### config.mk
export PLATFORM = sky130hd
export DESIGN_NAME = fb_write_arbiter
export DESIGN_NICKNAME = d
export VERILOG_FILES = /design/src/rtl/fb_pkg.sv /design/src/rtl/fb_write_arbiter_rr_arbiter.sv /design/src/rtl/fb_write_arbiter.sv
export SDC_FILE = /design/constraint.sdc
export NUM_CORES = 1
export LEC_CHECK = 0
export CAP_MARGIN = 20
export CORE_ASPECT_RATIO = 1.2
export CORE_MARGIN = 5
export CORE_UTILIZATION = 40
export DETAILED_ROUTE_END_ITERATION = 12
export PLACE_DENSITY = 0.76
export RECOVER_POWER = 25
export SYNTH_ARGS = -nofsm -noshare
export SYNTH_HDL_FRONTEND = slang
export SYNTH_SLANG_ARGS = --single-unit
### constraint.sdc
create_clock -name pll_clock -period 10.75 [get_ports pll_clock]
set_input_delay 2.15 -clock pll_clock [delete_from_list [all_inputs] [get_ports pll_clock]]
set_output_delay 2.15 -clock pll_clock [all_outputs]
set_load 0.1 [all_outputs]
### src/rtl/fb_pkg.sv
// -----------------------------------------------------------------------------
// fb_pkg
// Shared types, defaults and helpers for the framebuffer write path.
//   FB_*_DEFAULT : default framebuffer geometry and base address
//   COLOR_W      : bits per colour channel
//   COORD_W      : bits per pixel coordinate
//   pixel_t      : one shaded pixel {x, y, r, g, b}
//   fb_state_e   : write-arbiter state encoding
//   pack_color() : builds the 32-bit framebuffer colour word
// -----------------------------------------------------------------------------
package fb_pkg;

  localparam logic [31:0] FB_BASE_DEFAULT   = 32'h3200_0000;
  localparam int          FB_WIDTH_DEFAULT  = 800;
  localparam int          FB_HEIGHT_DEFAULT = 600;

  localparam int COLOR_W = 10;
  localparam int COORD_W = 10;

  typedef struct packed {
    logic [COORD_W-1:0] x;
    logic [COORD_W-1:0] y;
    logic [COLOR_W-1:0] r;
    logic [COLOR_W-1:0] g;
    logic [COLOR_W-1:0] b;
  } pixel_t;

  typedef enum logic [0:0] {
    IDLE  = 1'b0,
    WRITE = 1'b1
  } fb_state_e;

  // Framebuffer word layout: two spare MSBs, then R, G, B.
  function automatic logic [31:0] pack_color(input logic [COLOR_W-1:0] r,
                                             input logic [COLOR_W-1:0] g,
                                             input logic [COLOR_W-1:0] b);
    return {2'b00, r, g, b};
  endfunction

endpackage

### src/rtl/fb_write_arbiter_rr_arbiter.sv
// -----------------------------------------------------------------------------
// rr_arbiter
// Purely combinational round-robin picker. The search starts at the lane after
// last_grant and wraps, so last_grant = N-1 makes lane 0 highest priority.
//   N          : number of requesters
//   req        : in,  N      request vector
//   last_grant : in,  log2 N index of the previously granted requester
//   grant      : out, N      one-hot grant (all zero when nothing requests)
// -----------------------------------------------------------------------------
module rr_arbiter #(
  parameter int N = 2
) (
  input  logic [N-1:0]                        req,
  input  logic [((N > 1) ? $clog2(N) : 1)-1:0] last_grant,
  output logic [N-1:0]                        grant
);

  localparam int IW = (N > 1) ? $clog2(N) : 1;

  logic [IW-1:0] idx_s;
  logic          found_s;

  // Rotating first-one search starting just after the last winner.
  always_comb begin
    grant   = '0;
    found_s = 1'b0;
    idx_s   = '0;
    for (int k = 1; k <= N; k++) begin
      idx_s = IW'((int'(last_grant) + k) % N);
      if (!found_s && req[idx_s]) begin
        grant[idx_s] = 1'b1;
        found_s      = 1'b1;
      end else begin
        found_s = found_s;
      end
    end
  end

endmodule

### src/rtl/fb_write_arbiter.sv
// -----------------------------------------------------------------------------
// fb_write_arbiter
// Shares the framebuffer memory-master port between NUM_REQ shading lanes.
// Arbitrates round-robin, computes the pixel byte address, packs the colour
// word and runs the write/acknowledge handshake with an acknowledge timeout.
//
// Optional build macro: FB_CLIP_EN
//   When defined, pixels outside FB_WIDTH x FB_HEIGHT are accepted but not
//   written and are counted on clip_count (16-bit, saturating).
//
// Ports:
//   pll_clock, sys_reset_n                  : clock, async active-low reset
//   req_valid / req_ready [NUM_REQ]          : per-lane handshake
//   req_x, req_y [NUM_REQ*10]                : pixel coordinates
//   req_color [NUM_REQ*30]                   : {R,G,B} 10 bits each
//   gpu_main_external_interface_*            : memory master (write only)
//   grant_id                                 : lane of current/last write
//   busy                                     : high while a write is pending
//   timeout_err                              : sticky acknowledge timeout
//   clip_count (FB_CLIP_EN only)             : dropped out-of-bounds pixels
// -----------------------------------------------------------------------------
module fb_write_arbiter
  import fb_pkg::*;
#(
  parameter int          NUM_REQ     = 2,
  parameter logic [31:0] FB_BASE     = FB_BASE_DEFAULT,
  parameter int          FB_WIDTH    = FB_WIDTH_DEFAULT,
  parameter int          FB_HEIGHT   = FB_HEIGHT_DEFAULT,
  parameter int          ACK_TIMEOUT = 255,
  localparam int         IDW         = (NUM_REQ > 1) ? $clog2(NUM_REQ) : 1
) (
  input  logic                       pll_clock,
  input  logic                       sys_reset_n,
  input  logic [NUM_REQ-1:0]         req_valid,
  output logic [NUM_REQ-1:0]         req_ready,
  input  logic [NUM_REQ*COORD_W-1:0] req_x,
  input  logic [NUM_REQ*COORD_W-1:0] req_y,
  input  logic [NUM_REQ*3*COLOR_W-1:0] req_color,
  output logic [31:0]                gpu_main_external_interface_address,
  output logic                       gpu_main_external_interface_write,
  output logic                       gpu_main_external_interface_read,
  output logic [3:0]                 gpu_main_external_interface_byte_enable,
  output logic [31:0]                gpu_main_external_interface_write_data,
  input  logic                       gpu_main_external_interface_acknowledge,
  output logic [IDW-1:0]             grant_id,
  output logic                       busy,
`ifdef FB_CLIP_EN
  output logic [15:0]                clip_count,
`endif
  output logic                       timeout_err
);

  localparam int               CNT_W    = $clog2(ACK_TIMEOUT + 1);
  localparam logic [CNT_W-1:0] CNT_LAST = CNT_W'(ACK_TIMEOUT - 1);
  localparam int               PIX_W    = 3 * COLOR_W;

  // Elaboration-time guard against unsupported configurations.
  if (NUM_REQ < 2 || NUM_REQ > 8 || ACK_TIMEOUT < 1 || FB_WIDTH < 1 || FB_HEIGHT < 1) begin : g_param_check
    $error("fb_write_arbiter: unsupported parameter value");
  end

  fb_state_e         state_q, state_d;
  logic [31:0]       addr_q,  addr_d;
  logic [31:0]       data_q,  data_d;
  logic [3:0]        be_q,    be_d;
  logic              wr_q,    wr_d;
  logic [IDW-1:0]    gid_q,   gid_d;
  logic [IDW-1:0]    last_q,  last_d;
  logic              terr_q,  terr_d;
  logic [CNT_W-1:0]  cnt_q,   cnt_d;

  logic [NUM_REQ-1:0] grant_s;
  logic [IDW-1:0]     grant_idx_s;
  pixel_t             sel_pix_s;
  logic [31:0]        pix_addr_s;
  logic               clip_hit_s;

  rr_arbiter #(
    .N (NUM_REQ)
  ) u_rr (
    .req        (req_valid),
    .last_grant (last_q),
    .grant      (grant_s)
  );

  // Lanes are only offered acceptance while no write is outstanding.
  assign req_ready = (state_q == IDLE) ? grant_s : '0;

  // Mux the winning lane's pixel and index out of the packed request buses.
  always_comb begin
    grant_idx_s = '0;
    sel_pix_s   = '0;
    for (int i = 0; i < NUM_REQ; i++) begin
      grant_idx_s = grant_s[i] ? IDW'(i) : grant_idx_s;
      sel_pix_s   = grant_s[i] ? pixel_t'{
                      x: req_x[i*COORD_W +: COORD_W],
                      y: req_y[i*COORD_W +: COORD_W],
                      r: req_color[i*PIX_W + 2*COLOR_W +: COLOR_W],
                      g: req_color[i*PIX_W +   COLOR_W +: COLOR_W],
                      b: req_color[i*PIX_W             +: COLOR_W]}
                    : sel_pix_s;
    end
  end

  // Byte address of the pixel; 32-bit arithmetic wraps naturally.
  assign pix_addr_s = FB_BASE +
                      (((32'(sel_pix_s.y) * 32'(FB_WIDTH)) + 32'(sel_pix_s.x)) << 2);

`ifdef FB_CLIP_EN
  logic [15:0] clip_q;

  assign clip_hit_s = (32'(sel_pix_s.x) >= 32'(FB_WIDTH)) ||
                      (32'(sel_pix_s.y) >= 32'(FB_HEIGHT));

  // Saturating count of accepted pixels that fell outside the framebuffer.
  always_ff @(posedge pll_clock or negedge sys_reset_n) begin
    if (!sys_reset_n) begin
      clip_q <= 16'd0;
    end else if ((state_q == IDLE) && (|grant_s) && clip_hit_s && (clip_q != 16'hFFFF)) begin
      clip_q <= clip_q + 16'd1;
    end else begin
      clip_q <= clip_q;
    end
  end

  assign clip_count = clip_q;
`else
  assign clip_hit_s = 1'b0;
`endif

  // Next-state and next-output logic for the accept/write handshake.
  always_comb begin
    state_d = state_q;
    addr_d  = addr_q;
    data_d  = data_q;
    be_d    = be_q;
    wr_d    = wr_q;
    gid_d   = gid_q;
    last_d  = last_q;
    terr_d  = terr_q;
    cnt_d   = cnt_q;
    case (state_q)
      IDLE: begin
        if (|grant_s) begin
          // The pointer advances even for a clipped pixel.
          last_d = grant_idx_s;
          if (clip_hit_s) begin
            state_d = IDLE;
          end else begin
            addr_d  = pix_addr_s;
            data_d  = pack_color(sel_pix_s.r, sel_pix_s.g, sel_pix_s.b);
            be_d    = 4'hF;
            wr_d    = 1'b1;
            gid_d   = grant_idx_s;
            cnt_d   = '0;
            state_d = WRITE;
          end
        end else begin
          state_d = IDLE;
        end
      end
      WRITE: begin
        cnt_d = cnt_q + CNT_W'(1);
        // Acknowledge has priority over a coincident timeout.
        if (gpu_main_external_interface_acknowledge) begin
          wr_d    = 1'b0;
          be_d    = 4'h0;
          state_d = IDLE;
        end else if (cnt_q == CNT_LAST) begin
          wr_d    = 1'b0;
          be_d    = 4'h0;
          terr_d  = 1'b1;
          state_d = IDLE;
        end else begin
          state_d = WRITE;
        end
      end
      default: begin
        wr_d    = 1'b0;
        be_d    = 4'h0;
        state_d = IDLE;
      end
    endcase
  end

  // State and output registers; reset leaves lane 0 as highest priority.
  always_ff @(posedge pll_clock or negedge sys_reset_n) begin
    if (!sys_reset_n) begin
      state_q <= IDLE;
      addr_q  <= 32'h0000_0000;
      data_q  <= 32'h0000_0000;
      be_q    <= 4'h0;
      wr_q    <= 1'b0;
      gid_q   <= '0;
      last_q  <= IDW'(NUM_REQ - 1);
      terr_q  <= 1'b0;
      cnt_q   <= '0;
    end else begin
      state_q <= state_d;
      addr_q  <= addr_d;
      data_q  <= data_d;
      be_q    <= be_d;
      wr_q    <= wr_d;
      gid_q   <= gid_d;
      last_q  <= last_d;
      terr_q  <= terr_d;
      cnt_q   <= cnt_d;
    end
  end

  assign gpu_main_external_interface_address     = addr_q;
  assign gpu_main_external_interface_write       = wr_q;
  assign gpu_main_external_interface_read        = 1'b0;
  assign gpu_main_external_interface_byte_enable = be_q;
  assign gpu_main_external_interface_write_data  = data_q;
  assign grant_id                                = gid_q;
  assign busy                                    = (state_q == WRITE);
  assign timeout_err                             = terr_q;

endmodule

==> metrics.txt <==
hold_ws=between 0.4 and 0.5 ns; clock sink count=65; Pre-Repair DR Iteration Count=4; io pins=180; largest net degree at the start of global routing=68; Nets=767; FILL cells=946; flops & latches, synth=65; DRT iter0 DRCs=~160; CP Capture Type=register; simple-gate share of the synthesized area=14.1%; share of the synthesized area in the top cell type=between 30 and 40%; Num CTS Buffers=9; post-synthesis xor/xnor area fraction=just under 5%; Max VDD drop=about 0.13 mV; first-pass GRT wire length=18.9 mm; total negative slack=0 ns; chip height=~120 um; Core ar.=between 10000 and 15000 sq um; Worst setup SP type=input port; Area contributors post-synth=dfrtp_1 37%, ha_1 12%, a221oi_1 7.3%; kind of cell adding the most delay to the critical path=adder cells; fmax=~150 MHz; CP Cell Sequence=clkdlybuf4s50_1 > inv_1 > a21oi_4 > buf_4 > a22o_1 > ha_1 > ha_1 > inv_1 > fa_1 > inv_1 > ha_1 > a21oi_1 > o311a_2 > o211ai_2 > nand4bb_2 > or2_1 > xor2_1 > mux2_2; Post-synth EDFFs=0; Final Cycle Share=a little under two thirds; placed cell count=734; CP max stage delay=~0.65 ns; worst hold path type=reg -> reg; Skew-Pair Late Insertion Delay=~0.32 ns; Synth Area in Compound Gates=20.3%; pin slew with the least headroom to its limit=between 3 and 4 ns; Slowest-stage cell, CP=clkdlybuf4s50_1; post-CTS resize count=0; status=finished with violations; Vias=roughly 4000; row cnt=slightly above 40; commonest cells after routing, fill and taps aside=167 x clkdlybuf4s50_1, 80 x nor2_1, 64 x dfrtp_1, 40 x ha_1, 36 x a221oi_1; MaxCap Viol Count=1; Slew HR=-127%; port buffer count=around 170; starting density of the core=about two fifths; gpl congestion=about 0.8; final slew viol count=66; DR DRC count=0; Die X=between 100 and 150 um; Critical Path RT=~11 ns; adder-cell area share of the yosys netlist=about 14%; Syn Inst Count=464; mux cell area share after synthesis=~1.1%; footprint of the multi-input gates=between 2000 and 2500 sq um; cts hold-fix bufs=0; all-layer global routing usage=~18%; synthesis-to-layout area growth=47.1%; Critical path buffers and inverters=5; Yosys top cell by area=dfrtp_1; Final ANT Viol Nets=0; min Tclk post-route=roughly 7 ns; Synthesis Warnings=0; final setup fails=0; CTS Buffer Depth=2; vias in the first global route=roughly 4000; RSZ-0062 raised after global routing=false; Clock Tree Root=clkbuf_16; initial antenna violation count=0; post-CTS setup buffer count=0; Seq/Total Area, Yosys=37.7%; Worst Path Max Fanout=55; Min-Delay Path Depth=2; Pleak=2.76 nW; routed length per instance=15.8 um; total grt overflow=0; Distinct cells, synth=between 50 and 60; fraction of layout cells with a size suffix above 1=about 5.8%; pwr dens=about 350 nW/um^2; final std cells w/o fill=750; Avg Vias per Cell=between 5 and 6; syn avg cell area=~9.3 sq um; WS Path Type=in -> reg; routed wire length=between 10 and 15 mm; clock transition at the registers of the reported paths=0.05 ns; hpwl dp=between 9 and 10 mm; Final Hold Fails=0; Synth Flop Type=dfrtp_1; main combinational cell family by area after synthesis=compound AO/OA/AOI/OAI gates; Worst Path Arrival=~7.0 ns; Worst R2R Path Depth=17; Reg area=~1600 sq um; mapped cell area=approximately 4300 sq um; commonest non-fill, non-tap cell in the layout=clkdlybuf4s50_1; die area=between 10000 and 15000 sq um; H-tree depth=3; cell depth of the worst setup path=18; clock skew=about 0.0048 ns; CTS tree=done; failing checks=max-capacitance violations, max-slew violations; n_diodes=0; Async S/R FF share, synth=100%
==> area by class of cell <==
| cell class | instances | area share, % |
|---|---|---|
| multi-input combinational | 340 | 38.5 |
| timing repair buffer | 172 | 26.8 |
| sequential | 65 | 25.6 |
| clock buffer | 14 | 4.31 |
| tap | 129 | 2.54 |
| inverter | 28 | 1.65 |
| clock inverter | 2 | 0.552 |
==> cell usage after synthesis, drive strengths merged, types with 4 or more instances <==
master,count
o31ai,4
nand3,11
inv,28
a22oi,4
a22o,16
nand2,28
xor2,17
fa,6
buf,17
nor2,81
xnor2,6
nand4,4
a221oi,36
a21oi,10
o21ai,28
ha,40
clkbuf,24
dfrtp,64
==> metrics by stage <==
stage          area, sq um  util (%)  worst slack (ns)  power, mW
3_5_place_dp          6050      57.2              3.64       1.95
4_1_cts               6360      60.1              3.97       2.26
6_report              6350      60.1              3.93       2.23
5_1_grt               6350      60.1              3.66       2.36
3_3_place_gp          6050      57.2              3.82       1.93
2_1_floorplan         4360         -              4.56       1.59
==> metal layers <==
layer	GRT usage (%)	share of wire, %	vias to the layer above
met5	0	0	-
met4	6.00	2.7	0
met3	3.89	6.2	21
met2	30.5	50	156
met1	21.8	41	1866
li1	-	-	1942
==> report_power, final <==
part / total (mW) / internal (mW) / switching (mW)
clock network: 0.293 / 0.198 / 0.0950
logic: 1.54 / 0.419 / 1.12
registers: 0.399 / 0.341 / 0.0576
total: 2.23 / 0.958 / 1.28
==> registers in the layout, summed over array words and instances (netlist names) <==
name                                     count
gpu_main_external_interface_address         22
last_q                                       1
gpu_main_external_interface_byte_enable      1
gpu_main_external_interface_write_data      30
timeout_err                                  1
cnt_q                                        8
busy                                         1
grant_id                                     1
==> kinds of logic (layout without fill, tap and decap cells) <==
logic type	after synthesis	count (layout)
adders and majority gates	46	46
muxes	4	4
DFF	65	65
buffers and inverters	69	216
AOI/OAI and AO/OA	117	117
other	1	11
xor gates and xnor gates	23	23
and+or+nand+nor	139	139
==> path summary, 6_finish.rpt <==
kind	startpoint	slack, ns	end
min in group asynchronous	sys_reset_n	3.07	gpu_main_external_interface_write_data[21]
setup reg to reg	last_q	5.91	gpu_main_external_interface_address[20]
setup / recovery	req_valid[1]	3.93	gpu_main_external_interface_address[20]
hold / removal	gpu_main_external_interface_address[15]	0.47	gpu_main_external_interface_address[15]
max in group asynchronous	sys_reset_n	5.74	gpu_main_external_interface_address[22]
hold reg to reg	gpu_main_external_interface_address[15]	0.47	gpu_main_external_interface_address[15]
==> worst min-delay path, delay by kind of cell (launching register included) <==
| family | cells | cell delay, ns |
|---|---|---|
| AO/OA/AOI/OAI | 1 | 0.06 |
| flip-flops | 1 | 0.33 |
| AND/OR/NAND/NOR | 1 | 0.05 |
Note: power is estimated with default switching activity, not from simulation.
==> variant: new RTL, same settings <==
The option `FB_CLIP_EN` is turned on by a define.
--- a/src/rtl/fb_write_arbiter.sv
+++ b/src/rtl/fb_write_arbiter.sv
@@ -21,2 +21,4 @@
 // -----------------------------------------------------------------------------
+`define FB_CLIP_EN
+
 module fb_write_arbiter
Behaviour (old outputs only; new: clip_count): not the same (a bounded check fails within 4 cycles, from zero or initial values and one cycle with sys_reset_n low).
==> variant against the original RTL <==
The run still ends with capacitance limit, slew limit left; design area increased by 17%; critical path depth shrank 13; wire length grew 34%; sequential cell count rose by 16; largest cell class unchanged; worst setup slack worse by 250 ps; area after synthesis up 24%; highest routed layer unchanged; first-iteration DRC count is 35% higher.
Power is left out: the tool's default activity adds up to more than one toggle a clock period on the data nets, which glitch-free logic cannot reach.
==> variant: results (changes against the original RTL) <==
Setup path
The largest stage delay on the critical path is 1140 ps (was 650 ps). The maximum fanout along the worst path is 36 (was 55). The data arrival time at the worst-slack endpoint came to 4920 ps (was 7020 ps). The critical-path cell with the highest stage delay is sky130_fd_sc_hd__clkdlybuf4s50_1 (unchanged).

STA
The max-slew violation total from the final report is 74 (was 66). The transition at the pin with the smallest max-transition slack was 3950 ps (was 3410 ps). The worst setup skew after layout came to 5.85 ps (was 4.77 ps).

Logic synthesis
The post-synthesis async set-or-reset flop share is 1.00 (unchanged). The register area share after synthesis is 0.379 (was 0.377). The number of different library cells in the post-synthesis netlist is 64 (was 54).

The count of synthesis-stage warnings from yosys was 0 (unchanged). The mean cell area of the mapped netlist is 9.52 um2 (was 9.31 um2). Leading cell types by total area after synthesis: sky130_fd_sc_hd__dfrtp_1, sky130_fd_sc_hd__ha_1, sky130_fd_sc_hd__nand2_1 (was sky130_fd_sc_hd__dfrtp_1, sky130_fd_sc_hd__ha_1, sky130_fd_sc_hd__a221oi_1). Most frequent cells after synthesis: sky130_fd_sc_hd__dfrtp_1, sky130_fd_sc_hd__nand2_1, sky130_fd_sc_hd__nor2_1, sky130_fd_sc_hd__ha_1, sky130_fd_sc_hd__inv_1 (was sky130_fd_sc_hd__nor2_1, sky130_fd_sc_hd__dfrtp_1, sky130_fd_sc_hd__ha_1, sky130_fd_sc_hd__a221oi_1).

Global route
The overall global routing resource usage is 0.198 (was 0.176). The global-route wire length before repair is 24900 um (was 18900 um). The largest net degree at the start of global routing is 82 (was 68). The number of global-route vias before repair is 4916 (was 3971).

CTS
The number of buffers created by CTS is 9 (unchanged). The root cell of the clock tree is sky130_fd_sc_hd__clkbuf_16 (unchanged). The post-CTS setup repair buffer count is 0 (unchanged). The quantity of gates resized following cts came to 0 (unchanged).

The register clock-pin slew on the reported worst setup and hold paths is 60 ps. The clock insertion delay at the later pin of the skew report is 330 ps.

Placement
The global placement routability congestion came to 0.830 (was 0.798). The total of buffers placed on input and output ports is 184 (was 168). The placement-stage cell area is 0.00716 mm2 (was 0.00605 mm2). The worst slack at placement came to 3470 ps (was 3640 ps). The HPWL reported at the end of detailed placement is 12200 um (was 9440 um).

Finish
The antenna cell count is 0 (unchanged). The share of layout cells above drive strength 1 is 0.0453 (was 0.0580). The net count of the finished layout was 877 (was 767).

Outcome
Result of the run: complete, but fails checks (unchanged). Violated checks: capacitance limit, slew limit (unchanged).

Job
The max capacitance violation total was 1 (unchanged).

Detailed routing
The violation count after the first detailed-routing iteration was 222 (was 164). The iteration count of the initial detailed-routing pass is 6 (was 4). The total number of vias is 4780 (was 3985).

The average wire per standard cell came to 17.6 um (was 15.8 um). The via density per instance is 5.33 (was 5.31).

Hold path
The worst hold-check path type is reg -> reg (unchanged).

Floorplan
The standard-cell row count is 46 (was 41).
==> variant: changes by cell type in the layout (fill, tap and decap cells not counted), moves of 8 or more <==
cell,unedited run,this run
sky130_fd_sc_hd__dfrtp_1,64,80
sky130_fd_sc_hd__a22oi_1,4,21
sky130_fd_sc_hd__clkdlybuf4s50_1,167,183
sky130_fd_sc_hd__nor2_1,80,47
sky130_fd_sc_hd__a221oi_1,36,18
sky130_fd_sc_hd__a32o_1,0,10
sky130_fd_sc_hd__nand3_1,10,29
sky130_fd_sc_hd__nand2_1,28,56
sky130_fd_sc_hd__xnor2_1,6,23
sky130_fd_sc_hd__a21oi_1,9,17
sky130_fd_sc_hd__a22o_1,16,2
==> variant: per-layer routing <==
metal  up-vias  GRT usage  part of all wire
li1       2315          -                 -
met1      2295      0.245              0.40
met2       141      0.345              0.51
met3        29     0.0447             0.070
met4         0     0.0581             0.020
met5         -          0                 0
==> variant: critical path: cells and delay by family <==
| family | cells | cell delay [ps] |
|---|---|---|
| AOI/OAI and AO/OA | 1 | 240 |
| buffers and inverters | 3 | 2290 |
| and+or+nand+nor | 1 | 220 |
==> variant: stage by stage <==
step           hold slack, ps  utilization
2_1_floorplan             442            -
3_3_place_gp              450        0.544
3_5_place_dp              476        0.544
4_1_cts                   490        0.566
5_1_grt                   506        0.566
6_report                  480        0.566
==> variant: area by class of cell <==
cell class              count  area (um2)
flip-flops and latches     81        2030
clock inverters             4        51.3
multi-input cells         412        2950
fillers                  1195        5720
repair buffers            187        1850
inverters                  32         120
well taps                 168         210
clock buffers              12         246
==> variant: kinds of logic (layout without fill, tap and decap cells) <==
| kind of cell | count (synthesis) | count (layout) | share of synthesized area |
|---|---|---|---|
| DFF | 81 | 81 | 0.379 |
| AOI/OAI and AO/OA | 132 | 132 | 0.179 |
| and+or+nand+nor | 181 | 181 | 0.176 |
| buffers and inverters | 79 | 235 | 0.0776 |
| adders and majority gates | 50 | 50 | 0.124 |
| xor gates and xnor gates | 35 | 35 | 0.0573 |
| muxes | 3 | 3 | 0.00631 |
| other | 1 | 11 | 0.000701 |
==> variant: worst paths after layout <==
kind	from	to	slack [ps]	cells past startpoint
max in group asynchronous	sys_reset_n	gpu_main_external_interface_address[20]$_DFFE_PN0P_	4930	2
worst max-delay path	req_valid[0]	req_ready[1]	3680	5
worst min register to register	timeout_err$_DFFE_PN0P_	timeout_err$_DFFE_PN0P_	480	2
worst max register to register	last_q$_DFFE_PN1P_	gpu_main_external_interface_address[21]$_DFFE_PN0P_	5800	17
worst min-delay path	timeout_err$_DFFE_PN0P_	timeout_err$_DFFE_PN0P_	480	2
min in group asynchronous	sys_reset_n	gpu_main_external_interface_write_data[6]$_DFFE_PN0P_	1730	1
